## config.mk

```make
export PLATFORM = sky130hd
export DESIGN_NAME = mcu_lcd_stream
export DESIGN_NICKNAME = d
export VERILOG_FILES = /design/src/rtl/mcu_lcd_stream.sv
export SDC_FILE = /design/constraint.sdc
export NUM_CORES = 1
export LEC_CHECK = 0
export ABC_AREA = 0
export ABC_CLOCK_PERIOD_IN_PS = 4500
export BUFFER_PORTS_ARGS = -buffer_cell sky130_fd_sc_hd__clkbuf_2
export CAP_MARGIN = 25
export CORE_MARGIN = 3
export CORE_UTILIZATION = 40
export DETAILED_ROUTE_END_ITERATION = 10
export PLACE_DENSITY_LB_ADDON = 0.12
export SYNTH_ARGS = -nofsm -noshare
export SYNTH_HDL_FRONTEND = slang
export SYNTH_SLANG_ARGS = --single-unit
```

## constraint.sdc

```tcl
create_clock -name clk -period 4.5 [get_ports clk]
set_clock_uncertainty 0.2 [all_clocks]
set_input_delay 0.9 -clock clk [delete_from_list [all_inputs] [get_ports clk]]
set_output_delay 0.9 -clock clk [all_outputs]
set_load 0.1 [all_outputs]
```

## src/rtl/mcu_lcd_stream.sv

```systemverilog
// 8080-style MCU LCD pixel streamer: per frame sends the window/RAM-write command set, then bursts RGB565 pixels from a FIFO.
// Optional build macro MLCD_TE_SYNC_EN gates each frame's command set on a rising lcd_te edge.
module mcu_lcd_stream #(
   parameter int H_PIXEL = 800,
   parameter int V_PIXEL = 480,
   parameter int BUS_W   = 16,
   parameter int WR_LOW  = 1,
   parameter int WR_HIGH = 1,
   parameter int BURST   = 16,
   parameter int LVL_W   = 9
) (
   input  logic             clk,
   input  logic             rst_n,
   input  logic             init_done,
   input  logic [LVL_W-1:0] pix_level,
   output logic             pix_rdreq,
   input  logic [15:0]      pix_data,
   input  logic             lcd_te,
   output logic             mlcd_cs_n,
   output logic             mlcd_wr_n,
   output logic             mlcd_rd_n,
   output logic             mlcd_rs,
   output logic [BUS_W-1:0] mlcd_dout,
   output logic             mlcd_dout_en,
   output logic             frame_done,
   output logic             busy
);

   localparam int TOTAL = H_PIXEL * V_PIXEL;
   localparam int CMAX  = (TOTAL > BURST) ? TOTAL : BURST;
   localparam int CW    = $clog2(CMAX + 1);
   localparam int XW    = $clog2(H_PIXEL + 1);
   localparam int YW    = $clog2(V_PIXEL + 1);
   localparam int BCW   = $clog2(WR_LOW + WR_HIGH + 1);

   localparam logic [BCW-1:0] BEAT_LAST = BCW'(WR_LOW + WR_HIGH - 1);
   localparam logic [BCW-1:0] LOW_CYC   = BCW'(WR_LOW);
   localparam logic [CW-1:0]  TOTAL_C   = CW'(TOTAL);
   localparam logic [CW-1:0]  BURST_C   = CW'(BURST);
   localparam logic [XW-1:0]  X_LAST    = XW'(H_PIXEL - 1);
   localparam logic [YW-1:0]  Y_LAST    = YW'(V_PIXEL - 1);
   localparam logic [15:0]    H_M1      = 16'(H_PIXEL - 1);
   localparam logic [15:0]    V_M1      = 16'(V_PIXEL - 1);

   typedef enum logic [2:0] {
      IDLE, TE_WAIT, CMD, LEVEL_WAIT, FETCH, PIXEL
   } state_t;

   state_t           state_q, state_d;
   logic [BCW-1:0]   bcnt_q, bcnt_d;
   logic [3:0]       widx_q, widx_d;
   logic [XW-1:0]    x_q, x_d;
   logic [YW-1:0]    y_q, y_d;
   logic [CW-1:0]    left_q, left_d;
   logic [CW-1:0]    burst_q, burst_d;
   logic [CW-1:0]    need;
   logic [15:0]      pix_q, pix_d;
   logic             lo_q, lo_d;
   logic             ph_q, ph_d;
   logic             beat_end, frame_end, te_rise;
   logic             cs_n_d, wr_n_d, rs_d;
   logic [BUS_W-1:0] dout_d, pix_bus;

`ifdef MLCD_TE_SYNC_EN
   localparam state_t FRAME_START = TE_WAIT;
   logic te_q;

   always_ff @(posedge clk or negedge rst_n) begin
      if (!rst_n) te_q <= 1'b0;
      else        te_q <= lcd_te;
   end
   assign te_rise = lcd_te & ~te_q;
`else
   localparam state_t FRAME_START = CMD;
   logic unused_te;

   assign unused_te = lcd_te;
   assign te_rise   = 1'b0;
`endif

   // Command-phase byte sequence: CASET / RASET with full-panel window, then RAMWR.
   function automatic logic [7:0] cmd_byte(input logic [3:0] idx);
      case (idx)
         4'd0:    cmd_byte = 8'h2A;
         4'd3:    cmd_byte = H_M1[15:8];
         4'd4:    cmd_byte = H_M1[7:0];
         4'd5:    cmd_byte = 8'h2B;
         4'd8:    cmd_byte = V_M1[15:8];
         4'd9:    cmd_byte = V_M1[7:0];
         4'd10:   cmd_byte = 8'h2C;
         default: cmd_byte = 8'h00;
      endcase
   endfunction

   assign beat_end = (bcnt_q == BEAT_LAST);
   assign need     = (left_q < BURST_C) ? left_q : BURST_C;

   // NOTE: every variable gets a default before the case so no path can infer a latch.
   always_comb begin
      state_d   = state_q;
      bcnt_d    = bcnt_q;
      widx_d    = widx_q;
      x_d       = x_q;
      y_d       = y_q;
      left_d    = left_q;
      burst_d   = burst_q;
      pix_d     = pix_q;
      lo_d      = lo_q;
      ph_d      = ph_q;
      frame_end = 1'b0;
      case (state_q)
         IDLE:    if (init_done) state_d = FRAME_START;
         TE_WAIT: if (te_rise) state_d = CMD;
         CMD: begin
            if (!beat_end) begin
               bcnt_d = bcnt_q + 1'b1;
            end else begin
               bcnt_d = '0;
               if (widx_q == 4'd10) begin
                  widx_d  = '0;
                  left_d  = TOTAL_C;
                  state_d = LEVEL_WAIT;
               end else begin
                  widx_d = widx_q + 1'b1;
               end
            end
         end
         LEVEL_WAIT: begin
            if (32'(pix_level) >= 32'(need)) begin
               burst_d = need;
               ph_d    = 1'b0;
               state_d = FETCH;
            end
         end
         FETCH: begin
            // Phase 0 strobes the FIFO; phase 1 captures its registered output.
            if (!ph_q) begin
               ph_d = 1'b1;
            end else begin
               ph_d    = 1'b0;
               pix_d   = pix_data;
               lo_d    = 1'b0;
               bcnt_d  = '0;
               state_d = PIXEL;
            end
         end
         PIXEL: begin
            if (!beat_end) begin
               bcnt_d = bcnt_q + 1'b1;
            end else begin
               bcnt_d = '0;
               if (BUS_W == 8 && !lo_q) begin
                  lo_d = 1'b1;
               end else begin
                  lo_d    = 1'b0;
                  burst_d = burst_q - 1'b1;
                  left_d  = left_q - 1'b1;
                  if (x_q == X_LAST) begin
                     x_d = '0;
                     y_d = (y_q == Y_LAST) ? '0 : y_q + 1'b1;
                  end else begin
                     x_d = x_q + 1'b1;
                  end
                  if (burst_q != CW'(1)) begin
                     state_d = FETCH;
                  end else if (left_q != CW'(1)) begin
                     state_d = LEVEL_WAIT;
                  end else begin
                     frame_end = 1'b1;
                     x_d       = '0;
                     y_d       = '0;
                     state_d   = FRAME_START;
                  end
               end
            end
         end
         default: state_d = IDLE;
      endcase
      if (!init_done) begin
         state_d   = IDLE;
         bcnt_d    = '0;
         widx_d    = '0;
         x_d       = '0;
         y_d       = '0;
         left_d    = '0;
         burst_d   = '0;
         pix_d     = '0;
         lo_d      = 1'b0;
         ph_d      = 1'b0;
         frame_end = 1'b0;
      end
   end

   always_comb begin
      if (BUS_W == 16) pix_bus = BUS_W'(pix_q);
      else             pix_bus = lo_q ? BUS_W'(pix_q[7:0]) : BUS_W'(pix_q[15:8]);
   end

   // Bus pins are registered from the current state, so they trail the FSM by one cycle.
   always_comb begin
      cs_n_d = 1'b1;
      wr_n_d = 1'b1;
      rs_d   = 1'b1;
      dout_d = mlcd_dout;
      case (state_q)
         CMD: begin
            cs_n_d = 1'b0;
            wr_n_d = (bcnt_q >= LOW_CYC);
            rs_d   = !(widx_q == 4'd0 || widx_q == 4'd5 || widx_q == 4'd10);
            dout_d = BUS_W'(cmd_byte(widx_q));
         end
         PIXEL: begin
            cs_n_d = 1'b0;
            wr_n_d = (bcnt_q >= LOW_CYC);
            dout_d = pix_bus;
         end
         LEVEL_WAIT, FETCH: cs_n_d = 1'b0;
         default:           dout_d = '0;
      endcase
      if (!init_done) begin
         cs_n_d = 1'b1;
         wr_n_d = 1'b1;
         rs_d   = 1'b1;
         dout_d = '0;
      end
   end

   // NOTE: sequential state uses non-blocking assignments so every flop samples pre-edge values.
   always_ff @(posedge clk or negedge rst_n) begin
      if (!rst_n) begin
         state_q    <= IDLE;
         bcnt_q     <= '0;
         widx_q     <= '0;
         x_q        <= '0;
         y_q        <= '0;
         left_q     <= '0;
         burst_q    <= '0;
         pix_q      <= '0;
         lo_q       <= 1'b0;
         ph_q       <= 1'b0;
         mlcd_cs_n  <= 1'b1;
         mlcd_wr_n  <= 1'b1;
         mlcd_rs    <= 1'b1;
         mlcd_dout  <= '0;
         pix_rdreq  <= 1'b0;
         frame_done <= 1'b0;
         busy       <= 1'b0;
      end else begin
         state_q    <= state_d;
         bcnt_q     <= bcnt_d;
         widx_q     <= widx_d;
         x_q        <= x_d;
         y_q        <= y_d;
         left_q     <= left_d;
         burst_q    <= burst_d;
         pix_q      <= pix_d;
         lo_q       <= lo_d;
         ph_q       <= ph_d;
         mlcd_cs_n  <= cs_n_d;
         mlcd_wr_n  <= wr_n_d;
         mlcd_rs    <= rs_d;
         mlcd_dout  <= dout_d;
         pix_rdreq  <= (state_d == FETCH) && !ph_d;
         frame_done <= frame_end;
         busy       <= (state_d != IDLE);
      end
   end

   assign mlcd_rd_n    = 1'b1;
   assign mlcd_dout_en = ~mlcd_cs_n;

endmodule

```

==> flow_metrics.env, run 1 <==
export IMPL_core_um2=11000
export IMPL_seq_power_share_pct=46.4
export IMPL_intPower_mw=1.25
export IMPL_die_w_um=113
export IMPL_synth_edf_count=0
export IMPL_synth_top_family_by_area="simple AND/OR/NAND/NOR gates"
export IMPL_rows=38
export IMPL_pre_cts_ws_ps=814
export IMPL_synth_most_common_cell="dfrtp_1"
export IMPL_synthTopCellsByCount="dfrtp_1 (83), nand2_1 (79), nor2_1 (58)"
export IMPL_drtIter0Drc=300
export IMPL_dpl_cell_area_um2=4980
export IMPL_p_sw_mw=0.443
export IMPL_dp_hpwl_mm=7.80
export IMPL_yosysWarnings=0
export IMPL_grt_ovfl_total=0
export IMPL_synth_area_leader_cell="dfrtp_1"
export IMPL_ioPinCount=53
export IMPL_post_route_min_period_ps=3710
export IMPL_grt_pass1_vias=3839
export IMPL_slew_headroom_pct=44.0
export IMPL_min_path_type="reg2reg"
export IMPL_grtUsageTotal_pct=18.6
export IMPL_netlist_area_um2=4600
export IMPL_cp_top_family="simple AND/OR/NAND/NOR gates"
export IMPL_cp_end_kind="flop"
export IMPL_synth_simple_gate_area_share_pct=23.0
export IMPL_initial_core_util_pct=41.7
export IMPL_n_antenna_cell=0
export IMPL_maxSlewViolCount=0
export IMPL_gp_congestion=0.848
export IMPL_antenna_found_initial=0
export IMPL_slowest_stage="or4_4"
export IMPL_syn_avg_cell_area_um2=8.73
export IMPL_final_cell_area_um2=5290
export IMPL_clock_sinks=86
export IMPL_grt_pass1_wl_mm=19.1
export IMPL_p_sw_share_pct=26.1
export IMPL_io_buffers=50
export IMPL_finish_utilization_pct=48.0
export IMPL_leakage_nw=2.36
export IMPL_drive_above_1_share_pct=15.7
export IMPL_root_buffer="clkbuf_16"
export IMPL_synthMuxAreaShare_pct=0
export IMPL_cts_max_level=3
export IMPL_arrival_ps=3740
export IMPL_required_ps=4530
export IMPL_wl_per_cell_um=15.9
export IMPL_netlist_area_leader_share_pct=45.2
export IMPL_drc=0
export IMPL_rsz0062_at_grt="no"
export IMPL_num_vias=4027
export IMPL_cellPowerDensity_nw_per_um2=320
export IMPL_nFillCells=1100
export IMPL_synth_xor_area_share_pct=0.571
export IMPL_status="completed"
export IMPL_cts_buffers=9
export IMPL_postCtsSetupRepairBufs=0
export IMPL_synth_distinct_cells=60
export IMPL_cp_max_fo=20
export IMPL_first_pass_iters=4
export IMPL_synthAdderAreaFrac_pct=3.54
export IMPL_avgViaCountPerCell=5.60
export IMPL_insertion_delay_ps=350
export IMPL_holdBufCountCts=0
export IMPL_synthArstFlopShare_pct=100
export IMPL_syn_inst=527
export IMPL_worst_slew_pin_slew_ps=840
export IMPL_synth_compound_area_share_pct=22.4
export IMPL_startpoint_type="flop"
export IMPL_ant_nets=0
export IMPL_synth_top_flop_cell="dfrtp_1"
export IMPL_crit_buf_inv=1
export IMPL_ys_ff_latch=86
export IMPL_path_clk_slew_ps=70
export IMPL_timing_max_cap_violations=0
export IMPL_ys_seq_area_share_pct=46.9
export IMPL_finalWorstSetupSlack_ps=788
export IMPL_dieArea_um2=12800
export IMPL_routed_wl_mm=11.5
export IMPL_max_stage_delay_ps=530
export IMPL_nets=616
export IMPL_setup_violations=0
export IMPL_max_freq_mhz=269
export IMPL_clk_path_buf_depth=2
export IMPL_irDropWorstVdd_mv=0.178
export IMPL_die_h_um=113
export IMPL_hold_ws_ps=292
export IMPL_fin_crit_sh_pct=82.5
export IMPL_critPathMostFrequentCell="o21ai_0"
export IMPL_cts_resized=0
export IMPL_combPwrFrac_pct=7.3
export IMPL_syn_to_final_growth_pct=15.1
export IMPL_cts_tree="yes"
export IMPL_hold_viol_final=0
export IMPL_synth_area_top_cells="dfrtp_1 (45%), nand2_1 (6.4%), a21oi_1 (6.2%), o21ai_0 (6.0%), nor2_1 (4.7%)"
export IMPL_power_share_clock_pct=46.3
export IMPL_crit_chain="or4_4 > nor4_2 > and2b_1 > and2_4 > ha_1 > nor2b_1 > o21ai_0 > a211o_1 > a211oi_2 > buf_4 > o21ai_0 > o41ai_1"
export IMPL_grt_max_degree=66
export IMPL_final_setup_tns_ps=0
export IMPL_critical_path_class="reg2reg"
-- final cells by class --
cell class / instances / area [um2] / area share, %
sequential: 86 / 2160 / 40.7
timing repair buffer: 58 / 313 / 5.91
tap: 140 / 175 / 3.31
multi-input combinational: 409 / 2300 / 43.5
clock inverter: 7 / 83.8 / 1.58
inverter: 10 / 37.5 / 0.709
clock buffer: 9 / 225 / 4.25
-- metrics by stage --
step / std cells / total power, mW
floorplan: 531 / 0.878
global placement: 702 / 0.924
detailed placement: 703 / 0.926
CTS: 719 / 1.72
global route: 719 / 1.76
finish: 719 / 1.69
-- tightest hold or removal path: cells and delay by family, from the launching register on --
family	cells	cell delay, ps
AO/OA/AOI/OAI	1	60
flip-flops	1	350
AND/OR/NAND/NOR	1	50
-- layer usage --
layer  up-vias  global-route usage (%)  part of all wire, %
met3        13                    2.78                  3.6
met2        76                    28.9                   47
met4         0                    6.81                  1.8
met1      1961                    26.3                   48
li1       1977                       -                    -
met5         -                       0                    0
-- logic make-up after synthesis --
logic type / Yosys count
xor+xnor: 3
other cells: 1
fa+ha+maj: 13
buf+inv: 36
compound gates: 174
flops: 86
simple gates: 214
-- power by group through the flow --
stage | registers (mW) | clock network, mW | logic (mW)
final | 0.787 | 0.785 | 0.123
after global routing | 0.787 | 0.841 | 0.137
after CTS | 0.786 | 0.811 | 0.126
after detailed placement | 0.801 | 0 | 0.125
after global placement | 0.801 | 0 | 0.123
after floorplan | 0.828 | 0 | 0.0503
-- sequential cells by signal (all words and copies together), names as in the netlist --
signal      flops
mlcd_dout      16
mlcd_rs         1
pix_rdreq       1
frame_done      1
mlcd_wr_n       1
burst_q        19
left_q         19
busy            1
ph_q            1
pix_bus        16
mlcd_cs_n       1
state_q         3
widx_q          4
bcnt_q          2
-- layout by cell type, fill, tap and decap left out, drive strengths merged, types with 3 or more instances in the layout --
cell type,count
o41ai,6
a211o,3
a22oi,3
and2,6
o21ai,64
nor2,58
a21o,4
nand2b,7
or3,4
a22o,9
nand3,9
conb,5
inv,14
nor3b,3
a211oi,4
dfrtp,83
nand4,3
a21oi,57
ha,13
or4,7
nor4,6
nand2,79
o21a,4
clkbuf,58
o31ai,5
nor3,14
buf,9
a31oi,6
nor2b,4
dfstp,3
-- final timing paths --
path,start,endpoint,slack [ps],cells past startpoint
max,left_q[5]$_DFFE_PN0P_,burst_q[18]$_DFFE_PN0P_,790,12
min,mlcd_dout[7]$_DFFE_PN0P_,mlcd_dout[7]$_DFFE_PN0P_,290,2
max reg2reg,left_q[5]$_DFFE_PN0P_,burst_q[18]$_DFFE_PN0P_,790,12
min reg2reg,mlcd_dout[7]$_DFFE_PN0P_,mlcd_dout[7]$_DFFE_PN0P_,290,2
max in group asynchronous,rst_n,left_q[16]$_DFFE_PN0P_,2850,2
min in group asynchronous,rst_n,burst_q[15]$_DFFE_PN0P_,460,1
Note: power is estimated with default switching activity, not from simulation.
==> run 2, diff against run 1 <==
--- a/config.mk
+++ b/config.mk
@@ -6,7 +6,7 @@
 export NUM_CORES = 1
 export LEC_CHECK = 0
 export ABC_AREA = 0
-export ABC_CLOCK_PERIOD_IN_PS = 4500
+export ABC_CLOCK_PERIOD_IN_PS = 3550
 export BUFFER_PORTS_ARGS = -buffer_cell sky130_fd_sc_hd__clkbuf_2
 export CAP_MARGIN = 25
 export CORE_MARGIN = 3
==> constraint.sdc (replaced) <==
create_clock -name clk -period 3.55 [get_ports clk]
set_clock_uncertainty 0.2 [all_clocks]
set_input_delay 0.71 -clock clk [delete_from_list [all_inputs] [get_ports clk]]
set_output_delay 0.71 -clock clk [all_outputs]
set_load 0.1 [all_outputs]
==> run 2 against run 1 <==
Against the previous run:
- sequential power increased by 27%
- wire length up 1.3%
- core utilization increased by 1.0 points
- sequential share of layout area is 0.87 points lower
- register-to-register slack worse by 600 ps
- critical endpoint is now burst_q[16]$_DFFE_PN0P_
- largest cell class unchanged
- largest power group is now the clock network
==> flow_metrics.env, run 2 (same netlist as run 1, synthesis figures left out) <==
export IMPL_required_ps=3610
export IMPL_antenna_found_initial=0
export IMPL_reg2reg_depth=12
export IMPL_avgViaCountPerCell=5.63
export IMPL_clk_path_buf_depth=2
export IMPL_grt_ovfl_total=0
export IMPL_wl_per_cell_um=15.9
export IMPL_grt_pass1_vias=4069
export IMPL_layout_commonest_cell="dfrtp_1"
export IMPL_cp_end_kind="flop"
export IMPL_leakage_nw=2.43
export IMPL_power_share_clock_pct=46.3
export IMPL_grt_max_degree=45
export IMPL_crit_buf_inv=1
export IMPL_reg_top3="burst_q: 19 flops, left_q: 19 flops"
export IMPL_r2r_end="burst_q[16]$_DFFE_PN0P_"
export IMPL_drtIter0Drc=264
export IMPL_setup_violations=0
export IMPL_holdBufCountCts=0
export IMPL_die_h_um=113
export IMPL_worst_slew_pin_slew_ps=741
export IMPL_slowest_stage="or4_4"
export IMPL_finish_utilization_pct=49.0
export IMPL_timing_max_cap_violations=0
export IMPL_cp_max_fo=20
export IMPL_n_antenna_cell=0
export IMPL_post_route_min_period_ps=3360
export IMPL_syn_to_final_growth_pct=17.6
export IMPL_critical_path_class="reg2reg"
export IMPL_ant_nets=0
export IMPL_rows=38
export IMPL_num_vias=4110
export IMPL_combPwrFrac_pct=7.4
export IMPL_crit_chain="or4_4 > nor4_4 > and2b_2 > nand2_1 > ha_1 > a21oi_1 > o21ai_1 > a211o_1 > a211oi_2 > buf_12 > o21ai_0 > o21ai_0"
export IMPL_hold_viol_final=0
export IMPL_io_buffers=50
export IMPL_cp_startpoint="left_q[13]$_DFFE_PN0P_"
export IMPL_drc=0
export IMPL_first_pass_iters=4
export IMPL_cts_max_level=3
export IMPL_intPower_mw=1.61
export IMPL_routed_wl_mm=11.6
export IMPL_final_setup_tns_ps=0
export IMPL_gp_congestion=0.902
export IMPL_dp_hpwl_mm=8.07
export IMPL_seq_power_share_pct=46.3
export IMPL_irDropWorstVdd_mv=0.277
export IMPL_reg2reg_slack_ps=190
export IMPL_status="completed"
export IMPL_initial_core_util_pct=41.7
export IMPL_fin_crit_sh_pct=94.6
export IMPL_cp_top_family="simple AND/OR/NAND/NOR gates"
export IMPL_root_buffer="clkbuf_16"
export IMPL_cellPowerDensity_nw_per_um2=398
export IMPL_ioPinCount=53
export IMPL_cts_buffers=9
export IMPL_r2r_start="left_q[13]$_DFFE_PN0P_"
export IMPL_path_clk_slew_ps=70
export IMPL_slew_headroom_pct=50.2
export IMPL_grt_pass1_wl_mm=19.9
export IMPL_arrival_ps=3420
export IMPL_maxSlewViolCount=0
export IMPL_critPathMostFrequentCell="o21ai_0"
export IMPL_rsz0062_at_grt="no"
export IMPL_grtUsageTotal_pct=19.3
export IMPL_nets=627
export IMPL_p_sw_share_pct=25.4
export IMPL_max_freq_mhz=298
export IMPL_core_um2=11000
export IMPL_p_sw_mw=0.548
export IMPL_startpoint_type="flop"
export IMPL_min_path_type="in2async"
export IMPL_max_stage_delay_ps=590
export IMPL_nFillCells=1081
export IMPL_die_w_um=113
export IMPL_cts_tree="yes"
export IMPL_clock_sinks=86
export IMPL_layout_common_cells="dfrtp_1 (83), nand2_1 (79), nor2_1 (58)"
export IMPL_insertion_delay_ps=340
export IMPL_drive_above_1_share_pct=17.6
export IMPL_dieArea_um2=12800
==> run 2: cell types whose count changed in the layout (fill, tap and decap cells not counted), sizes merged <==
cell,before,now
clkinvlp,1,0
inv,14,12
clkinv,1,3
buf,9,20
clkbuf,58,59
==> run 2: area by class of cell <==
class	count	area (um2)	area share [%]
Sequential cell	86	2160	39.9
Clock inverter	6	76.3	1.41
Multi-Input combinational cell	409	2320	42.8
Clock buffer	10	239	4.42
Tap cell	140	175	3.24
Timing Repair Buffer	69	408	7.54
Inverter	10	37.5	0.694
==> run 2: power by group through the flow <==
| stage | clock, mW | combinational [mW] | sequential (mW) |
|---|---|---|---|
| 4_1_cts | 1.02 | 0.162 | 0.997 |
| 3_5_place_dp | 0 | 0.162 | 1.02 |
| 6_report | 0.998 | 0.159 | 0.997 |
| 3_3_place_gp | 0 | 0.160 | 1.02 |
| 2_1_floorplan | 0 | 0.0638 | 1.05 |
| 5_1_grt | 1.07 | 0.176 | 0.998 |
==> run 2: worst max-delay path by stage <==
stage / endpoint / depth (start not counted)
floorplan: burst_q[18]$_DFFE_PN0P_ / 14
global placement: burst_q[8]$_DFFE_PN0P_ / 12
detailed placement: burst_q[18]$_DFFE_PN0P_ / 13
CTS: burst_q[16]$_DFFE_PN0P_ / 12
global route: burst_q[18]$_DFFE_PN0P_ / 12
finish: burst_q[16]$_DFFE_PN0P_ / 12
==> run 2: what timing repair did <==
action,4_1_cts,5_1_grt
buffers inserted,0,1
gates resized for setup,0,4
setup endpoints to repair,0,19
==> run 2: through the flow <==
step	setup WS, ps	cell area (um2)	power, mW	hold WS (ps)	cells
after detailed placement	123	5070	1.18	272	713
after CTS	75.6	5390	2.18	179	729
final	191	5410	2.15	156	730
after global routing	17.2	5410	2.25	196	730
after floorplan	184	4610	1.11	214	531
after global placement	159	5060	1.18	267	712
==> run 2: layer usage <==
| layer | routed length, um | track usage, % | up-vias |
|---|---|---|---|
| met3 | 300 | 3.90 | 12 |
| li1 | - | - | 2001 |
| met5 | 0 | 0 | - |
| met1 | 5590 | 26.6 | 2039 |
| met2 | 5540 | 31.1 | 58 |
| met4 | 174 | 4.97 | 0 |
==> run 3, diff against run 2 <==
--- a/config.mk
+++ b/config.mk
@@ -10,9 +10,10 @@
 export BUFFER_PORTS_ARGS = -buffer_cell sky130_fd_sc_hd__clkbuf_2
 export CAP_MARGIN = 25
 export CORE_MARGIN = 3
-export CORE_UTILIZATION = 40
+export CORE_UTILIZATION = 35
 export DETAILED_ROUTE_END_ITERATION = 10
 export PLACE_DENSITY_LB_ADDON = 0.12
+export SLEW_MARGIN = 20
 export SYNTH_ARGS = -nofsm -noshare
 export SYNTH_HDL_FRONTEND = slang
 export SYNTH_SLANG_ARGS = --single-unit
==> run 3 against run 2 <==
Against the previous run:
- critical path depth unchanged
- setup slack got worse by 9.5 ps
- register-to-register slack about the same
- sequential share of layout area decreased by 0.17 points
- cell count increased by 4.4%
- power decreased by 3.4%
- critical path type unchanged
- largest cell class unchanged
- highest routed layer unchanged
==> flow_metrics.env, run 3 (same netlist as run 1, synthesis figures left out) <==
export IMPL_die_w_um=121
export IMPL_min_path_type="in2async"
export IMPL_multi_input_area_um2=2310
export IMPL_startpoint_type="flop"
export IMPL_rsz0062_at_grt="no"
export IMPL_layout_common_cells="dfrtp_1 (83), nand2_1 (79), nor2_1 (57), a21oi_1 (57), o21ai_0 (55)"
export IMPL_rows=41
export IMPL_seqCellArea_um2=2160
export IMPL_clock_sinks=86
export IMPL_crit_chain="or4_4 > nor4_2 > and2b_2 > nand2_1 > ha_1 > a21oi_1 > o21ai_0 > a211o_1 > a211oi_2 > buf_12 > o21ai_0 > o41ai_1"
export IMPL_max_stage_delay_ps=570
export IMPL_worst_slew_pin_slew_ps=735
export IMPL_layout_commonest_cell="dfrtp_1"
export IMPL_fin_crit_sh_pct=94.9
export IMPL_r2r_start="left_q[7]$_DFFE_PN0P_"
export IMPL_routed_wl_mm=11.7
export IMPL_critical_path_endpoint="burst_q[18]$_DFFE_PN0P_"
export IMPL_combPwrFrac_pct=7.7
export IMPL_power_share_clock_pct=44.4
export IMPL_maxSlewViolCount=0
export IMPL_grt_ovfl_total=0
export IMPL_nFillCells=1350
export IMPL_timing_max_cap_violations=0
export IMPL_drive_above_1_share_pct=17.8
export IMPL_r2r_end="burst_q[18]$_DFFE_PN0P_"
export IMPL_dpl_cell_area_um2=5130
export IMPL_num_vias=4020
export IMPL_dieArea_um2=14600
export IMPL_final_cell_area_um2=5430
export IMPL_leakage_nw=2.41
export IMPL_reg2reg_slack_ps=180
export IMPL_first_pass_iters=4
export IMPL_p_sw_share_pct=26.2
export IMPL_met1_usage_pct=23.3
export IMPL_cts_tree="yes"
export IMPL_holdBufCountCts=0
export IMPL_path_clk_slew_ps=60
export IMPL_seq_power_share_pct=47.9
export IMPL_syn_to_final_growth_pct=18.1
export IMPL_initial_core_util_pct=36.2
export IMPL_arrival_ps=3390
export IMPL_final_setup_tns_ps=0
export IMPL_critical_path_class="reg2reg"
export IMPL_gp_congestion=0.782
export IMPL_ioPinCount=53
export IMPL_status="completed"
export IMPL_grt_max_degree=87
export IMPL_intPower_mw=1.54
export IMPL_n_antenna_cell=0
export IMPL_cellPowerDensity_nw_per_um2=383
export IMPL_drtIter0Drc=306
export IMPL_wl_per_cell_um=15.3
export IMPL_cp_startpoint="left_q[7]$_DFFE_PN0P_"
export IMPL_cp_end_kind="flop"
export IMPL_reg2reg_depth=12
export IMPL_grtUsageTotal_pct=16.8
export IMPL_grt_pass1_wl_mm=19.7
export IMPL_max_freq_mhz=297
export IMPL_met3_usage_pct=3.13
export IMPL_grtUsageMet2_pct=27.1
export IMPL_irDropWorstVdd_mv=0.187
export IMPL_cts_max_level=3
export IMPL_root_buffer="clkbuf_16"
export IMPL_hold_viol_final=0
export IMPL_busiest_layer="met2"
export IMPL_reg_top3="burst_q: 19 flops, left_q: 19 flops"
export IMPL_core_um2=12700
export IMPL_avgViaCountPerCell=5.28
export IMPL_die_h_um=121
export IMPL_p_sw_mw=0.546
export IMPL_slew_headroom_pct=51.0
export IMPL_nets=627
export IMPL_post_route_min_period_ps=3370
export IMPL_dp_hpwl_mm=8.09
export IMPL_grt_pass1_vias=3909
export IMPL_slowest_stage="or4_4"
export IMPL_cts_buffers=9
export IMPL_clk_path_buf_depth=2
export IMPL_io_buffers=50
export IMPL_ant_nets=0
export IMPL_drc=0
export IMPL_required_ps=3570
export IMPL_critPathMostFrequentCell="o21ai_0"
export IMPL_antenna_found_initial=0
export IMPL_insertion_delay_ps=340
export IMPL_cp_max_fo=20
export IMPL_setup_violations=0
[run 3: power groups by stage]
stage / sequential, mW / clock, mW / combinational (mW)
global placement: 1.02 / 0 / 0.161
floorplan: 1.05 / 0 / 0.0638
global route: 0.998 / 1.00 / 0.177
detailed placement: 1.02 / 0 / 0.162
finish: 0.997 / 0.924 / 0.160
CTS: 0.997 / 0.952 / 0.163
[run 3: layout make-up]
class / instances / area share, %
timing repair buffer: 69 / 7.74
clock inverter: 6 / 0.990
sequential: 86 / 39.7
clock buffer: 10 / 4.40
multi-input combinational: 409 / 42.5
tap: 172 / 3.96
inverter: 10 / 0.691
[run 3: worst min-delay path by stage]
stage               slack [ps]  depth (start not counted)                     start                  endpoint
finish                     180                          2                     rst_n     left_q[5]$_DFFE_PN0P_
global route               240                          2                     rst_n     left_q[5]$_DFFE_PN0P_
CTS                        230                          2                     rst_n     widx_q[3]$_DFFE_PN0P_
detailed placement         280                          2  mlcd_dout[5]$_DFFE_PN0P_  mlcd_dout[5]$_DFFE_PN0P_
global placement           270                          2  mlcd_dout[5]$_DFFE_PN0P_  mlcd_dout[5]$_DFFE_PN0P_
floorplan                  210                          0                     rst_n     bcnt_q[0]$_DFFE_PN0P_
[run 3: worst max-delay path: cells and delay by family, from the launching register on]
kind | cells | cell delay [ps]
buf+inv | 1 | 190
simple gates | 4 | 1180
fa+ha+maj | 1 | 300
flops | 1 | 380
compound gates | 6 | 1010
[run 3: per-layer routing]
metal  routed length [um]  up-vias
met1                 5660     1963
met3                  337       10
met4                  125        0
met2                 5570       53
li1                     -     1994
met5                    0        -
[run 3: stage by stage]
stage          power [mW]  hold slack (ps)  cells  setup slack (ps)  util (%)
3_5_place_dp         1.18              278    745              73.8      40.3
3_3_place_gp         1.18              270    745               164      40.3
6_report             2.08              178    762               182      42.7
5_1_grt              2.18              241    762              4.93      42.7
4_1_cts              2.11              226    761              52.9      42.6
2_1_floorplan        1.11              214    531               184         -
[run 3: what timing repair did]
item / CTS / global route
setup buffers: 0 / 1
hold endpoints to repair: 0 / 0
endpoints found under the setup margin: 0 / 19
gates resized for setup: 0 / 2
